**src/rtl/sal_ref_ctrl.sv**
```systemverilog
// Refresh scheduler: interval timer, postponed-credit counter and an
// all-bank REF handshake (request every bank, wait for all grants, issue REF).
module sal_ref_ctrl #(
   parameter int BK_CNT   = 16,
   parameter int MAX_PEND = 8
) (
   input  logic                       clk,
   input  logic                       rst_n,
   input  logic                       cfg_ref_en_i,
   input  logic [15:0]                cfg_trefi_i,
   input  logic [9:0]                 cfg_trfc_i,
   output logic [BK_CNT-1:0]          ref_req_o,
   input  logic [BK_CNT-1:0]          ref_gnt_i,
   output logic                       ref_cmd_o,
   output logic                       ref_busy_o,
   output logic [$clog2(MAX_PEND):0]  pend_cnt_o,
   output logic                       ref_ovf_o
);

   localparam int PW = $clog2(MAX_PEND) + 1;
   localparam logic [PW-1:0] PEND_MAX = PW'(MAX_PEND);

   typedef enum logic [1:0] {
      IDLE    = 2'd0,
      REQ     = 2'd1,
      REFRESH = 2'd2
   } state_e;

   state_e            state_q, state_d;
   logic [15:0]       ivl_q, ivl_d;
   logic              run_q, run_d;
   logic [9:0]        rfc_q, rfc_d;
   logic [PW-1:0]     pend_q, pend_d;
   logic              ovf_q, ovf_d;
   logic [BK_CNT-1:0] mask_q, mask_d;
   logic [BK_CNT-1:0] req_q, req_d;
   logic              cmd_q, cmd_d;
   logic              busy_q, busy_d;

   logic [15:0]       ivl_rld;
   logic [15:0]       ivl_cur;
   logic [9:0]        rfc_rld;
   logic [BK_CNT-1:0] gnt_all;
   logic              tick;
   logic              done;

   assign ivl_rld = (cfg_trefi_i == 16'd0) ? 16'd0 : cfg_trefi_i - 16'd1;
   assign rfc_rld = (cfg_trfc_i == 10'd0) ? 10'd0 : cfg_trfc_i - 10'd1;

   // run_q low means the timer sits at its reload value; this avoids a
   // config-dependent reset value and restarts the interval after a pause.
   assign ivl_cur = run_q ? ivl_q : ivl_rld;
   assign tick    = cfg_ref_en_i && (ivl_cur == 16'd0);
   assign done    = (state_q == REFRESH) && (rfc_q == 10'd0);
   assign gnt_all = mask_q | ref_gnt_i;

   always_comb begin
      run_d = cfg_ref_en_i;
      ivl_d = ivl_q;
      if (!cfg_ref_en_i) begin
         ivl_d = ivl_rld;
      end else if (tick) begin
         ivl_d = ivl_rld;
      end else begin
         ivl_d = ivl_cur - 16'd1;
      end
   end

   always_comb begin
      pend_d = pend_q;
      ovf_d  = ovf_q;
      if (tick && !done) begin
         if (pend_q == PEND_MAX) begin
            ovf_d = 1'b1;
         end else begin
            pend_d = pend_q + 1'b1;
         end
      end else if (done && !tick) begin
         pend_d = pend_q - 1'b1;
      end
   end

   always_comb begin
      state_d = state_q;
      mask_d  = mask_q;
      rfc_d   = rfc_q;
      cmd_d   = 1'b0;
      unique case (state_q)
         IDLE: begin
            if ((pend_q != '0) && cfg_ref_en_i) begin
               state_d = REQ;
               mask_d  = '0;
            end
         end
         REQ: begin
            mask_d = gnt_all;
            if (&gnt_all) begin
               state_d = REFRESH;
               rfc_d   = rfc_rld;
               cmd_d   = 1'b1;
            end
         end
         REFRESH: begin
            if (done) begin
               state_d = IDLE;
            end else begin
               rfc_d = rfc_q - 10'd1;
            end
         end
         default: begin
            state_d = IDLE;
         end
      endcase
      busy_d = (state_d != IDLE);
      req_d  = {BK_CNT{busy_d}};
   end

   always_ff @(posedge clk or negedge rst_n) begin
      if (!rst_n) begin
         state_q <= IDLE;
         ivl_q   <= '0;
         run_q   <= 1'b0;
         rfc_q   <= '0;
         pend_q  <= '0;
         ovf_q   <= 1'b0;
         mask_q  <= '0;
         req_q   <= '0;
         cmd_q   <= 1'b0;
         busy_q  <= 1'b0;
      end else begin
         state_q <= state_d;
         ivl_q   <= ivl_d;
         run_q   <= run_d;
         rfc_q   <= rfc_d;
         pend_q  <= pend_d;
         ovf_q   <= ovf_d;
         mask_q  <= mask_d;
         req_q   <= req_d;
         cmd_q   <= cmd_d;
         busy_q  <= busy_d;
      end
   end

   assign ref_req_o  = req_q;
   assign ref_cmd_o  = cmd_q;
   assign ref_busy_o = busy_q;
   assign pend_cnt_o = pend_q;
   assign ref_ovf_o  = ovf_q;

endmodule

```
**config.mk**
```make
export PLATFORM = sky130hd
export DESIGN_NAME = sal_ref_ctrl
export DESIGN_NICKNAME = d
export VERILOG_FILES = /design/src/rtl/sal_ref_ctrl.sv
export SDC_FILE = /design/constraint.sdc
export NUM_CORES = 1
export LEC_CHECK = 0
export CAP_MARGIN = 20
export CORE_MARGIN = 4
export CORE_UTILIZATION = 55
export DETAILED_ROUTE_END_ITERATION = 16
export PLACE_DENSITY = 0.79
export SYNTH_ARGS = -nofsm -noshare
export SYNTH_HDL_FRONTEND = slang
export SYNTH_SLANG_ARGS = --single-unit
```
**constraint.sdc**
```tcl
create_clock -name clk -period 10.5 [get_ports clk]
set_input_delay 2.1 -clock clk [delete_from_list [all_inputs] [get_ports clk]]
set_output_delay 2.1 -clock clk [all_outputs]
set_load 0.01 [all_outputs]
```
After elaboration in Yosys (flattened, before gate mapping)

Index checks and enable logic that the tools add are counted.

Mux-type cells: 19
Eq/ne operators: 7
Bitwise gates (word level): 1
Reductions and logical operators: 22
$add $sub $neg: 6

Operators by type and width:

| cell                                                                  | number |
|---|---|
| 16-bit two-way mux                                                    | 5 |
| 16-bit zero test                                                      | 2 |
| 16-bit case mux with 2 select lines                                   | 1 |
| 16-bit by 1-bit subtractor with 16-bit output (second input constant) | 2 |
| 10-bit two-way mux                                                    | 3 |
| 10-bit zero test                                                      | 2 |
| 10-bit case mux with 2 select lines                                   | 1 |
| 10-bit by 1-bit subtractor with 10-bit output (second input constant) | 2 |
| 16-bit OR                                                             | 1 |
| 16-bit AND reduction                                                  | 1 |
| 4-bit two-way mux                                                     | 3 |
| 2-bit != test (second input constant)                                 | 4 |
| 2-bit nonzero test                                                    | 4 |
| 2-bit two-way mux                                                     | 3 |
| 2-bit case mux with 3 select lines                                    | 1 |
| 2-bit AND reduction                                                   | 3 |
| 1-bit logical AND                                                     | 5 |
| 4-bit by 1-bit adder with 4-bit output (second input constant)        | 1 |
| 4-bit == test (second input constant)                                 | 1 |
| 4-bit nonzero test                                                    | 1 |
| 4-bit by 1-bit subtractor with 4-bit output (second input constant)   | 1 |
| 3-bit AND reduction                                                   | 1 |
| 2-bit by 1-bit == test with 1-bit output (second input constant)      | 1 |
| 2-bit == test (second input constant)                                 | 1 |
| 3 further kinds                                                       | 5 |

Flip-flop bits (word level): 53
Logic and storage cells: 65
Output and inout bits: 23
Input port bits: 45

Depth between registers and ports, before layout

Depth in word-level cells: 9
Gate-level depth with buffers: 18
Depth with buffers taken out: 16

Worst setup path before layout

No wires, ideal clock.

Path kind: in2reg
From: in cfg_trefi_i[5]
To: reg pend_q[3], in the netlist pend_cnt_o[3]
Setup time: 0.094 ns
Data arrival time: 5.626 ns
Required time: 10.406 ns
Path slack: 4.780 ns
Stages on the path: 14
Cell sequence: buf_6 > or4_4 > or4_4 > mux2_4 > o32ai_4 > and4_4 > and2_1 > nand3_1 > ha_1 > a21o_1 > a21o_1 > and3_1 > and4_1 > a211oi_1

Longest elaborated chain between the ends: 9
Elaborated cells on any way between the ends: 13
Classes of those cells: add/sub: 1; eq/ne: 1; mux: 3; reduce/logical: 8

RTL lines:

| item                                                                              | line | source |
|---|---|---|
| start, declared                                                                   | 10   | `input logic [15:0] cfg_trefi_i,` |
| 16-bit by 1-bit subtractor with 16-bit output or 16-bit zero test (tied branches) | 47   | `assign ivl_rld = (cfg_trefi_i == 16'd0) ? 16'd0 : cfg_trefi_i - 16'd1;` |
| 16-bit two-way mux *                                                              | 47   |  |
| 16-bit two-way mux *                                                              | 52   | `assign ivl_cur = run_q ? ivl_q : ivl_rld;` |
| 16-bit zero test *                                                                | 53   | `assign tick = cfg_ref_en_i && (ivl_cur == 16'd0);` |
| 1-bit logical AND *                                                               | 53   |  |
| 1-bit zero test                                                                   | 78   | `end else if (done && !tick) begin` |
| 1-bit logical AND                                                                 | 78   |  |
| 2-bit nonzero test (no source line)                                               | --   |  |
| 2-bit AND reduction (no source line)                                              | --   |  |
| end signal, assigned                                                              | 135  | `pend_q <= pend_d;` |
| end, declared                                                                     | 33   | `logic [PW-1:0] pend_q, pend_d;` |

Every way passes the cells marked *; elsewhere a longest branch is shown, timed or not.
A chain may end at the register's enable or synchronous reset.

Final worst setup path

From: in cfg_trefi_i[2]
To: reg ivl_q[14]

Longest elaborated chain between the ends: 7
Elaborated cells on any way between the ends: 9
Classes of those cells: add/sub: 2; mux: 4; reduce/logical: 3

RTL lines:

| item                                                                                                  | line | source |
|---|---|---|
| 16-bit by 1-bit subtractor with 16-bit output or 16-bit zero test (tied branches)                     | 47   |  |
| 16-bit two-way mux *                                                                                  | 47   |  |
| parallel branches: the longest is 4 deep, another holds 16-bit by 1-bit subtractor with 16-bit output | --   |  |
| 16-bit two-way mux *                                                                                  | 60   | `if (!cfg_ref_en_i) begin` |
| net ivl_d[14]                                                                                         | 30   | `logic [15:0] ivl_q, ivl_d;` |
| end signal, assigned                                                                                  | 132  | `ivl_q <= ivl_d;` |
| end, declared                                                                                         | 30   |  |

Mark *: on every way through the listed nets, which the timed path passes.

==> results.cfg <==
[status]
status = complete, no violations

[floorplan]
die_y_um = 93.30
die_w_um = 93.30
initial_core_util = 0.5762
dieArea_mm2 = 0.008704
core_area_mm2 = 0.006944
rows = 30
io-pin-count = 68

[flow_run]
drv_cap = 0

[synth]
synth_edf_count = 0
synth-compound-area-share = 0.2448
synth_top_family_by_area = simple AND/OR/NAND/NOR gates
ys_ff_latch = 52
synth_cell_types = 79
syn-num-nets = 523
synth-main-ff-cell = dfrtp_1
synth_mux_area_frac = 0.02095
synth-adder-area-share = 0.03002
yosysMostFrequentCell = nor2_1
synth-simple-area-share = 0.2467
syn_area_mm2 = 0.004001
ys_top_cells_by_count = nor2_1, dfrtp_1, o21ai_0, a21oi_1, nand2_1
syn_avg_cell_area_um2 = 8.532
synth_seq_area_share = 0.3252
yosysTopAreaCellShare = 0.3252
synthXorXnorAreaFrac = 0.06348
synthArstFlopShare = 1.000
synth.area.top_cells = dfrtp_1, nor2_1, o21ai_0, a21oi_1, xnor2_1
synth_area_leader_cell = dfrtp_1
yosysWarnings = 0
syn_inst = 469

[placed_design]
place_hpwl_um = 7210
gp_congestion = 0.9058
io_buffers = 67

[timing]
fmax_mhz = 159.5
hold_viol_final = 0
setup_viol = 0
fin_skew_ps = 11.53
relSlewSlack = 0.2793
fin_setup_tns_ps = 0
rsz0062_at_grt = false
finalMaxSlewViolations = 0
tightest_slew_ps = 1079
post-route-period-util = 0.5972
hold_ws_ps = 489.5
period_minus_slack_ps = 6271

[min_path]
hold_end = ref_ovf_o
hp-start = ref_ovf_o
min_path_type = reg -> reg
hold_depth = 1

[clock_network]
numCtsBuffers = 5
path_clk_slew_ps = 100
cts.path.max_buffers = 2
clkLatencyLatePin_ps = 310
cts_tree = done
post_cts_buffers = 0
cts-htree-levels = 2
cts.repair.resized = 0
cts-root-buf = clkbuf_8
cts_hold_buf = 0
cts_sinks = 52

[drt]
wl_um = 9645
drt-initial-drc-count = 250
num_vias = 3752
avgRoutedWirePerCell_um = 15.92
vias_per_cell = 6.191
dr.pass1.iters = 5
remaining_drc_errors = 0
ant_nets = 0

[setup_path]
cp.arrival_ps = 6480
crit_type = in -> reg
r2r_end = pend_cnt_o[3]
reg2reg_slack_ps = 6930
start_kind = primary input
critPathMaxFanout = 12
crit-reg2reg-launch = run_q
worstPathRequired_ps = 10710
reg2regPathDepth = 13
endpoint_kind = flop

[power_and_ir_drop]
p_comb_frac = 0.409
internal-power_mw = 0.4629
p_per_area_mw_per_mm2 = 157.7
pwr-share-seq = 0.426
p_leak_nw = 1.709
switching_share = 0.3728
p_clk_frac = 0.165
p_sw_mw = 0.2751
peakVddDrop_uv = 102.9

[global_routing]
track_usage = 0.2159
grt_pass1_vias = 3413
antenna_found_initial = 0
grt-ovfl-total = 0
grt_pass1_wl_um = 15640
grt_max_degree = 54

[cells_and_area]
syn2layout_area_growth_pct = 16.95
layout.nets = 563
drive_gt1_frac = 0.08824
diodes = 0
## registers in the layout (all words and copies together) (netlist names)
register / flops
ivl_q: 16
mask_q: 16
rfc_q: 10
pend_cnt_o: 4
state_q: 2
ref_busy_o: 1
ref_cmd_o: 1
ref_ovf_o: 1
run_q: 1
## how the worst max path moves through the flow
stage	startpoint	end	slack [ps]	cells after the start
final	cfg_trefi_i[2]	ivl_q[14]	4230	13
after detailed placement	cfg_trefi_i[2]	pend_cnt_o[3]	3950	14
after CTS	cfg_trefi_i[2]	pend_cnt_o[3]	4270	14
after global placement	cfg_trefi_i[2]	pend_cnt_o[3]	4060	14
after floorplan	cfg_trefi_i[5]	pend_cnt_o[3]	4780	14
after global routing	cfg_trefi_i[2]	pend_cnt_o[3]	3870	14
## power by group through the flow
stage | combinational [mW] | sequential, mW | clock [mW]
2_1_floorplan | 0.218 | 0.305 | 0
3_3_place_gp | 0.293 | 0.312 | 0
3_5_place_dp | 0.302 | 0.317 | 0
4_1_cts | 0.303 | 0.313 | 0.124
5_1_grt | 0.332 | 0.322 | 0.131
6_report | 0.302 | 0.314 | 0.122
## per-stage QoR
stage,std cells,utilization,worst slack [ps],power (mW),instance area (um2)
final,606,0.6739,4229,0.7380,4679
after global routing,606,0.6739,3874,0.7849,4679
after global placement,598,0.6604,4059,0.6057,4586
after CTS,606,0.6739,4271,0.7398,4679
after detailed placement,598,0.6604,3947,0.6189,4586
after floorplan,469,-,4780,0.5238,4001
## area by class of cell
type | instances | area, um2
repair buffers | 72 | 703.2
multi-input cells | 370 | 2431
clock inverters | 3 | 25.02
inverters | 8 | 30.03
well taps | 96 | 120.1
flip-flops and latches | 52 | 1301
clock buffers | 5 | 68.82
fillers | 553 | 2265
## metal layers
| layer | GRT usage | vias to the layer above | wire length [um] |
|---|---|---|---|
| met5 | 0 | - | 0 |
| met4 | 0.05861 | 0 | 155 |
| met3 | 0.02816 | 18 | 401 |
| met2 | 0.3687 | 115 | 4863 |
| met1 | 0.2871 | 1798 | 4225 |
| li1 | - | 1821 | - |
## critical path, stage by stage
cell and delay [ps]:
clkdlybuf4s50_1 620, nor4_2 800, and4_2 510, nor3_1 70
a21oi_1 260, ha_1 300, nand3_1 110, or4_2 540
o22ai_1 430, nand3_1 230, nor2b_1 200, nor3_1 70
nor4_1 240
## placed cells by master (no fill, tap or decap), types with 3 or more instances in the layout
cell type | synthesis | final
a211oi_1 | 3 | 3
clkdlybuf4s50_1 | 0 | 66
o41ai_1 | 3 | 3
a31oi_1 | 5 | 5
buf_4 | 16 | 5
or3_2 | 3 | 3
or3_1 | 6 | 6
a21o_1 | 5 | 5
nand4_1 | 8 | 8
nor2_1 | 53 | 53
nor4_1 | 11 | 11
xor2_1 | 12 | 12
o21ai_0 | 33 | 33
nand2b_1 | 7 | 7
or4_1 | 4 | 4
mux2_2 | 3 | 3
o21a_1 | 4 | 4
o21bai_1 | 3 | 3
a21oi_1 | 32 | 32
nand3_1 | 6 | 6
nand2_1 | 23 | 23
nor3_1 | 21 | 21
nor2b_1 | 5 | 5
o22ai_1 | 17 | 17
nand3b_1 | 3 | 3
dfrtp_1 | 52 | 52
inv_1 | 7 | 7
or2_2 | 4 | 4
a2bb2oi_1 | 3 | 3
and3_1 | 3 | 3
a22o_1 | 10 | 10
clkbuf_8 | 2 | 5
ha_1 | 8 | 8
o32ai_1 | 4 | 4
xnor2_1 | 17 | 17
## cell families after synthesis
kind of cell / after synthesis
AO/OA/AOI/OAI: 146
XOR/XNOR: 29
adder cells (fa/ha/maj): 9
buffers and inverters: 47
flip-flops: 52
multiplexers: 7
AND/OR/NAND/NOR: 179
(Power assumes the default switching activity.)
